[src/rtl/mem_stage_pkg.sv]
// MEM-stage shared definitions: access size codes, controller states
// and small address-decode helpers.
package mem_stage_pkg;

    localparam logic [1:0] SZ_BYTE = 2'b00;
    localparam logic [1:0] SZ_HALF = 2'b01;
    localparam logic [1:0] SZ_WORD = 2'b10;

    typedef enum logic [1:0] {
        ST_IDLE = 2'd0,
        ST_REQ  = 2'd1,
        ST_DONE = 2'd2,
        ST_ERR  = 2'd3
    } state_t;

    // Size code 11 behaves as a word everywhere.
    function automatic logic is_misaligned(
        input logic [1:0] size,
        input logic [1:0] lo
    );
        case (size)
            SZ_BYTE: return 1'b0;
            SZ_HALF: return lo[0];
            default: return lo != 2'b00;
        endcase
    endfunction

    function automatic logic [3:0] store_be(
        input logic [1:0] size,
        input logic [1:0] lo
    );
        case (size)
            SZ_BYTE: return 4'b0001 << lo;
            SZ_HALF: return lo[1] ? 4'b1100 : 4'b0011;
            default: return 4'b1111;
        endcase
    endfunction

    function automatic logic [31:0] store_data(
        input logic [1:0]  size,
        input logic [31:0] wd
    );
        case (size)
            SZ_BYTE: return {4{wd[7:0]}};
            SZ_HALF: return {2{wd[15:0]}};
            default: return wd;
        endcase
    endfunction

endpackage

[src/rtl/mem_load_align.sv]
// Load formatter: picks the byte/half lane from a raw read word
// and sign- or zero-extends it to 32 bits.
module mem_load_align
    import mem_stage_pkg::*;
(
    input  logic [31:0] i_rdata,
    input  logic [1:0]  i_lo,
    input  logic [1:0]  i_size,
    input  logic        i_uns,
    output logic [31:0] o_data
);

    logic [7:0]  w_byte;
    logic [15:0] w_half;

    always_comb begin
        w_byte = i_rdata[7:0];
        case (i_lo)
            2'd0: w_byte = i_rdata[7:0];
            2'd1: w_byte = i_rdata[15:8];
            2'd2: w_byte = i_rdata[23:16];
            2'd3: w_byte = i_rdata[31:24];
        endcase
    end

    assign w_half = i_lo[1] ? i_rdata[31:16] : i_rdata[15:0];

    always_comb begin
        o_data = i_rdata;
        case (i_size)
            SZ_BYTE: o_data = i_uns ? {24'd0, w_byte}
                                    : {{24{w_byte[7]}}, w_byte};
            SZ_HALF: o_data = i_uns ? {16'd0, w_half}
                                    : {{16{w_half[15]}}, w_half};
            default: o_data = i_rdata;
        endcase
    end

endmodule

[src/rtl/mem_stage_ctrl.sv]
// MEM-stage data-memory controller: req/ack sequencing, store/load
// formatting, pipeline stall, misalignment and bus-timeout reporting.
module mem_stage_ctrl
    import mem_stage_pkg::*;
#(
    parameter int AW      = 32,
    parameter int DW      = 32,
    parameter int TIMEOUT = 255,
    parameter int TO_W    = 8
) (
    input  logic          clk,
    input  logic          rst,
    input  logic          mem_read_in,
    input  logic          mem_write_in,
    input  logic [1:0]    mem_size_in,
    input  logic          mem_unsigned_in,
    input  logic [AW-1:0] addr_in,
    input  logic [DW-1:0] wdata_in,
    output logic          dm_req,
    output logic          dm_we,
    output logic [AW-1:0] dm_addr,
    output logic [3:0]    dm_be,
    output logic [DW-1:0] dm_wdata,
    input  logic          dm_ack,
    input  logic [DW-1:0] dm_rdata,
    output logic [DW-1:0] load_data,
    output logic          mem_stall,
    output logic          misalign,
    output logic          bus_err
);

    state_t          r_state;
    logic [TO_W-1:0] r_cnt;
    logic            r_req;
    logic            r_we;
    logic [AW-1:0]   r_addr;
    logic [3:0]      r_be;
    logic [DW-1:0]   r_wdata;
    logic [DW-1:0]   r_load;
    logic            r_bus_err;
    logic [1:0]      r_size;
    logic [1:0]      r_lo;
    logic            r_uns;

    logic            w_access;
    logic            w_mis;
    logic            w_wr;
    logic            w_start;
    logic            w_idle;
    logic            w_last;
    logic [3:0]      w_be;
    logic [DW-1:0]   w_wdata;
    logic [DW-1:0]   w_load;

    assign w_access = mem_read_in | mem_write_in;
    assign w_mis    = is_misaligned(mem_size_in, addr_in[1:0]);
    // A simultaneous read/write request is serviced as a read.
    assign w_wr     = mem_write_in & ~mem_read_in;
    assign w_idle   = r_state == ST_IDLE;
    assign w_start  = w_idle & w_access & ~w_mis;
    assign w_last   = r_cnt == TO_W'(TIMEOUT - 1);
    assign w_be     = w_wr ? store_be(mem_size_in, addr_in[1:0]) : 4'b1111;
    assign w_wdata  = w_wr ? store_data(mem_size_in, wdata_in) : '0;

    mem_load_align u_align (
        .i_rdata (dm_rdata),
        .i_lo    (r_lo),
        .i_size  (r_size),
        .i_uns   (r_uns),
        .o_data  (w_load)
    );

    always_ff @(posedge clk or posedge rst) begin
        if (rst) begin
            r_state   <= ST_IDLE;
            r_cnt     <= '0;
            r_req     <= 1'b0;
            r_we      <= 1'b0;
            r_addr    <= '0;
            r_be      <= '0;
            r_wdata   <= '0;
            r_load    <= '0;
            r_bus_err <= 1'b0;
            r_size    <= SZ_BYTE;
            r_lo      <= 2'b00;
            r_uns     <= 1'b0;
        end else begin
            r_bus_err <= 1'b0;
            case (r_state)
                ST_IDLE: begin
                    if (w_start) begin
                        r_state <= ST_REQ;
                        r_req   <= 1'b1;
                        r_we    <= w_wr;
                        r_addr  <= {addr_in[AW-1:2], 2'b00};
                        r_be    <= w_be;
                        r_wdata <= w_wdata;
                        r_cnt   <= '0;
                        r_size  <= mem_size_in;
                        r_lo    <= addr_in[1:0];
                        r_uns   <= mem_unsigned_in;
                    end
                end
                ST_REQ: begin
                    if (dm_ack) begin
                        r_state <= ST_DONE;
                        r_req   <= 1'b0;
                        if (!r_we) begin
                            r_load <= w_load;
                        end
                    end else begin
                        r_cnt <= r_cnt + 1'b1;
                        if (w_last) begin
                            r_state   <= ST_ERR;
                            r_req     <= 1'b0;
                            r_bus_err <= 1'b1;
                            r_load    <= '0;
                        end
                    end
                end
                ST_DONE: r_state <= ST_IDLE;
                ST_ERR:  r_state <= ST_IDLE;
            endcase
        end
    end

    assign dm_req    = r_req;
    assign dm_we     = r_we;
    assign dm_addr   = r_addr;
    assign dm_be     = r_be;
    assign dm_wdata  = r_wdata;
    assign load_data = r_load;
    assign bus_err   = r_bus_err;

    // Stall covers the issuing IDLE cycle so the instruction stays put.
    assign mem_stall = ~rst & (w_start | (r_state == ST_REQ));
    assign misalign  = ~rst & w_idle & w_access & w_mis;

endmodule

[config.mk]
export PLATFORM = sky130hd
export DESIGN_NAME = mem_stage_ctrl
export DESIGN_NICKNAME = d
export VERILOG_FILES = /design/src/rtl/mem_stage_pkg.sv /design/src/rtl/mem_load_align.sv /design/src/rtl/mem_stage_ctrl.sv
export SDC_FILE = /design/constraint.sdc
export NUM_CORES = 1
export LEC_CHECK = 0
export CAP_MARGIN = 5
export CORE_MARGIN = 4
export CORE_UTILIZATION = 45
export DETAILED_ROUTE_END_ITERATION = 16
export DONT_BUFFER_PORTS = 1
export HOLD_SLACK_MARGIN = 0.12
export PLACE_DENSITY_LB_ADDON = 0.2
export SYNTH_ARGS = -nofsm -noshare
export SYNTH_HDL_FRONTEND = slang
export SYNTH_HIERARCHICAL = 1
export SYNTH_SLANG_ARGS = --single-unit
[constraint.sdc]
create_clock -name clk -period 3.5 [get_ports clk]
set_input_delay 0.7 -clock clk [delete_from_list [all_inputs] [get_ports clk]]
set_output_delay 0.7 -clock clk [all_outputs]
set_load 0.005 [all_outputs]
==> impl_metrics.json <==
{
  "multiInputGateArea_mm2": 0.00284,
  "synth_cell_types": 52,
  "pin_count": 209,
  "hold_viol": 0,
  "power.leakage_nw": 2.79,
  "setup_slack_ns": 1.05,
  "detail_route.vias_per_cell": 6.24,
  "dieHeight_um": 124,
  "r2r_cells": 6,
  "postCtsHoldBufs": 0,
  "clk_pin_slew_ns": 0.06,
  "drc": 0,
  "final_common_cell": "dfrtp_1",
  "end_kind": "register",
  "num_vias": 4524,
  "postCtsResizedCells": 0,
  "rows": 41,
  "clk_root_buffer_cell": "clkbuf_16",
  "mostFrequentLayoutCells": "dfrtp_1 (116), nand2_1 (70), o21ai_1 (33), mux2_1 (33), a22oi_1 (31)",
  "drtAntennaViolNets": 0,
  "timing.rr.start": "r_lo[0]$_DFFE_PP0P_",
  "clockBufferDepth": 2,
  "antenna_found_initial": 0,
  "synth_seq_cells": 116,
  "io_buffers": 0,
  "worstPathMaxFanout": 16,
  "fillerInstances": 1129,
  "dp_hpwl_um": 11200,
  "ff2ff_setup_slack_ns": 1.05,
  "first_global_vias": 4517,
  "drtIter0Drc": 302,
  "worstSetupStartpointType": "register",
  "fmax_mhz": 407,
  "netlist.area_leader.share": 0.483,
  "grt_pass1_wl_um": 25300,
  "ys.flop_type": "dfrtp_1",
  "r2r_end": "load_data[14]$_DFFE_PP0P_",
  "drive_above_1_share": 0.128,
  "grt.overflow.total": 0,
  "yosysSeqAreaShare": 0.483,
  "first_pass_iters": 5,
  "preCtsSetupSlack_ns": 1.02,
  "insertion_delay_ns": 0.41,
  "cts.htree.levels": 4,
  "hp-class": "input port to async pin",
  "fp.coreArea_mm2": 0.0128,
  "finalMaxSlewViolations": 0,
  "final_util": 0.524,
  "track_usage": 0.216,
  "cp.arrival_ns": 2.74,
  "async_flop_share": 1.00,
  "clock-sinks": 116,
  "drv_cap": 0,
  "grt_max_degree": 78,
  "avgSynthCellArea_um2": 10.7,
  "initial_core_util": 0.468,
  "syn_inst": 559,
  "yosysTopAreaCell": "dfrtp_1",
  "synth_area_mm2": 0.00600,
  "skew_ns": 0.00515,
  "holdWs_ns": 0.330,
  "status": "finished, final reports clean",
  "nNetsFinal": 646,
  "finalSetupTns_ns": 0,
  "area_delta_synth_final_pct": 11.9,
  "rsz0062_at_grt": "no",
  "wire_per_inst_um": 22.5,
  "crit_type": "register to register",
  "synth_edf_count": 0,
  "die_area_mm2": 0.0153,
  "tightest_slew_ns": 1.22,
  "p_per_area_mw_per_mm2": 862,
  "synthTopCellsByArea": "dfrtp_1 (48%), mux2_1 (6.2%), nand2_1 (4.4%)",
  "ys_warn_count": 6,
  "final-seq-area_mm2": 0.00290,
  "tritoncts": "yes",
  "place_congestion": 0.889,
  "fin_crit_sh": 0.701,
  "min_period_ns": 2.45,
  "relSlewSlack": 0.183,
  "peakVddDrop_v": 0.000410,
  "critPathRequiredTime_ns": 3.78,
  "numCtsBuffers": 17,
  "crit_start": "r_lo[0]$_DFFE_PP0P_",
  "die_w_um": 124,
  "setup_viol": 0,
  "post_cts_buffers": 0,
  "wirelength_um": 16300,
  "antenna_cells": 0
}
-- cell type report --
type | instances | share of cell area
Sequential cell | 116 | 0.432
Multi-Input combinational cell | 388 | 0.422
Clock buffer | 18 | 0.0639
Tap cell | 172 | 0.0320
Clock inverter | 14 | 0.0311
Timing Repair Buffer | 12 | 0.0153
Inverter | 5 | 0.00335
-- state kept, by name, summed over array words and instances, names as in the netlist, 2 cells and up --
register / flops
r_lo: 2
dm_wdata: 32
load_data: 32
r_size: 2
dm_addr: 30
dm_be: 4
r_state: 2
r_cnt: 8
-- where the power goes --
group / switching (mW) / total [mW] / internal [mW] / leakage [nW]
logic: 0.862 / 1.60 / 0.736 / 1.12
registers: 0.503 / 2.31 / 1.80 / 1.37
clock network: 0.626 / 1.88 / 1.26 / 0.302
-- cells in the mapped netlist, drive strengths merged, types with 16 or more instances --
cell	count
a22oi	31
mux2i	25
o211ai	17
dfrtp	116
clkbuf	27
nor2b	19
o21ai	46
mux2	37
a22o	16
a21oi	18
buf	24
o2bb2ai	16
nand2	70
-- per-layer routing --
layer,global-route usage,vias to the layer above,part of all wire
met2,0.335,226,0.49
met4,0.0761,0,0.014
li1,-,2030,-
met3,0.0984,19,0.11
met5,0,-,0
met1,0.265,2249,0.39
-- per-stage QoR --
stage	power [mW]	instance area [um^2]	cells
6_report	5.79	6720	725
5_1_grt	6.14	6720	725
4_1_cts	5.84	6720	725
3_5_place_dp	3.92	6080	693
3_3_place_gp	3.85	6080	693
2_1_floorplan	3.54	6010	560
-- worst max path at each step --
stage | endpoint | slack, ns | cells past startpoint
CTS | load_data[14]$_DFFE_PP0P_ | 1.07 | 6
global route | load_data[16]$_DFFE_PP0P_ | 0.93 | 6
detailed placement | dm_addr[31]$_DFFE_PP0P_ | 1.02 | 4
floorplan | mem_stall | 1.16 | 4
finish | load_data[14]$_DFFE_PP0P_ | 1.05 | 6
global placement | dm_addr[17]$_DFFE_PP0P_ | 1.12 | 4
-- worst max-delay path, cell delays in order, from the launching register on --
cell,delay (ns)
dfrtp_1,0.61
mux2_2,0.39
a32oi_2,0.53
buf_4,0.34
o221ai_1,0.17
a22oi_1,0.19
o21ai_1,0.09
-- logic make-up (layout without fill, tap and decap cells) --
family	after synthesis	after routing	synth area share
buffers and inverters	56	49	0.0479
adder cells (fa/ha/maj)	2	2	0.00417
flip-flops	116	116	0.483
XOR/XNOR	1	1	0.00146
other	1	2	0.000625
AND/OR/NAND/NOR	133	133	0.105
multiplexers	69	69	0.137
AO/OA/AOI/OAI	181	181	0.220
Note: power is estimated with default switching activity, not from simulation.
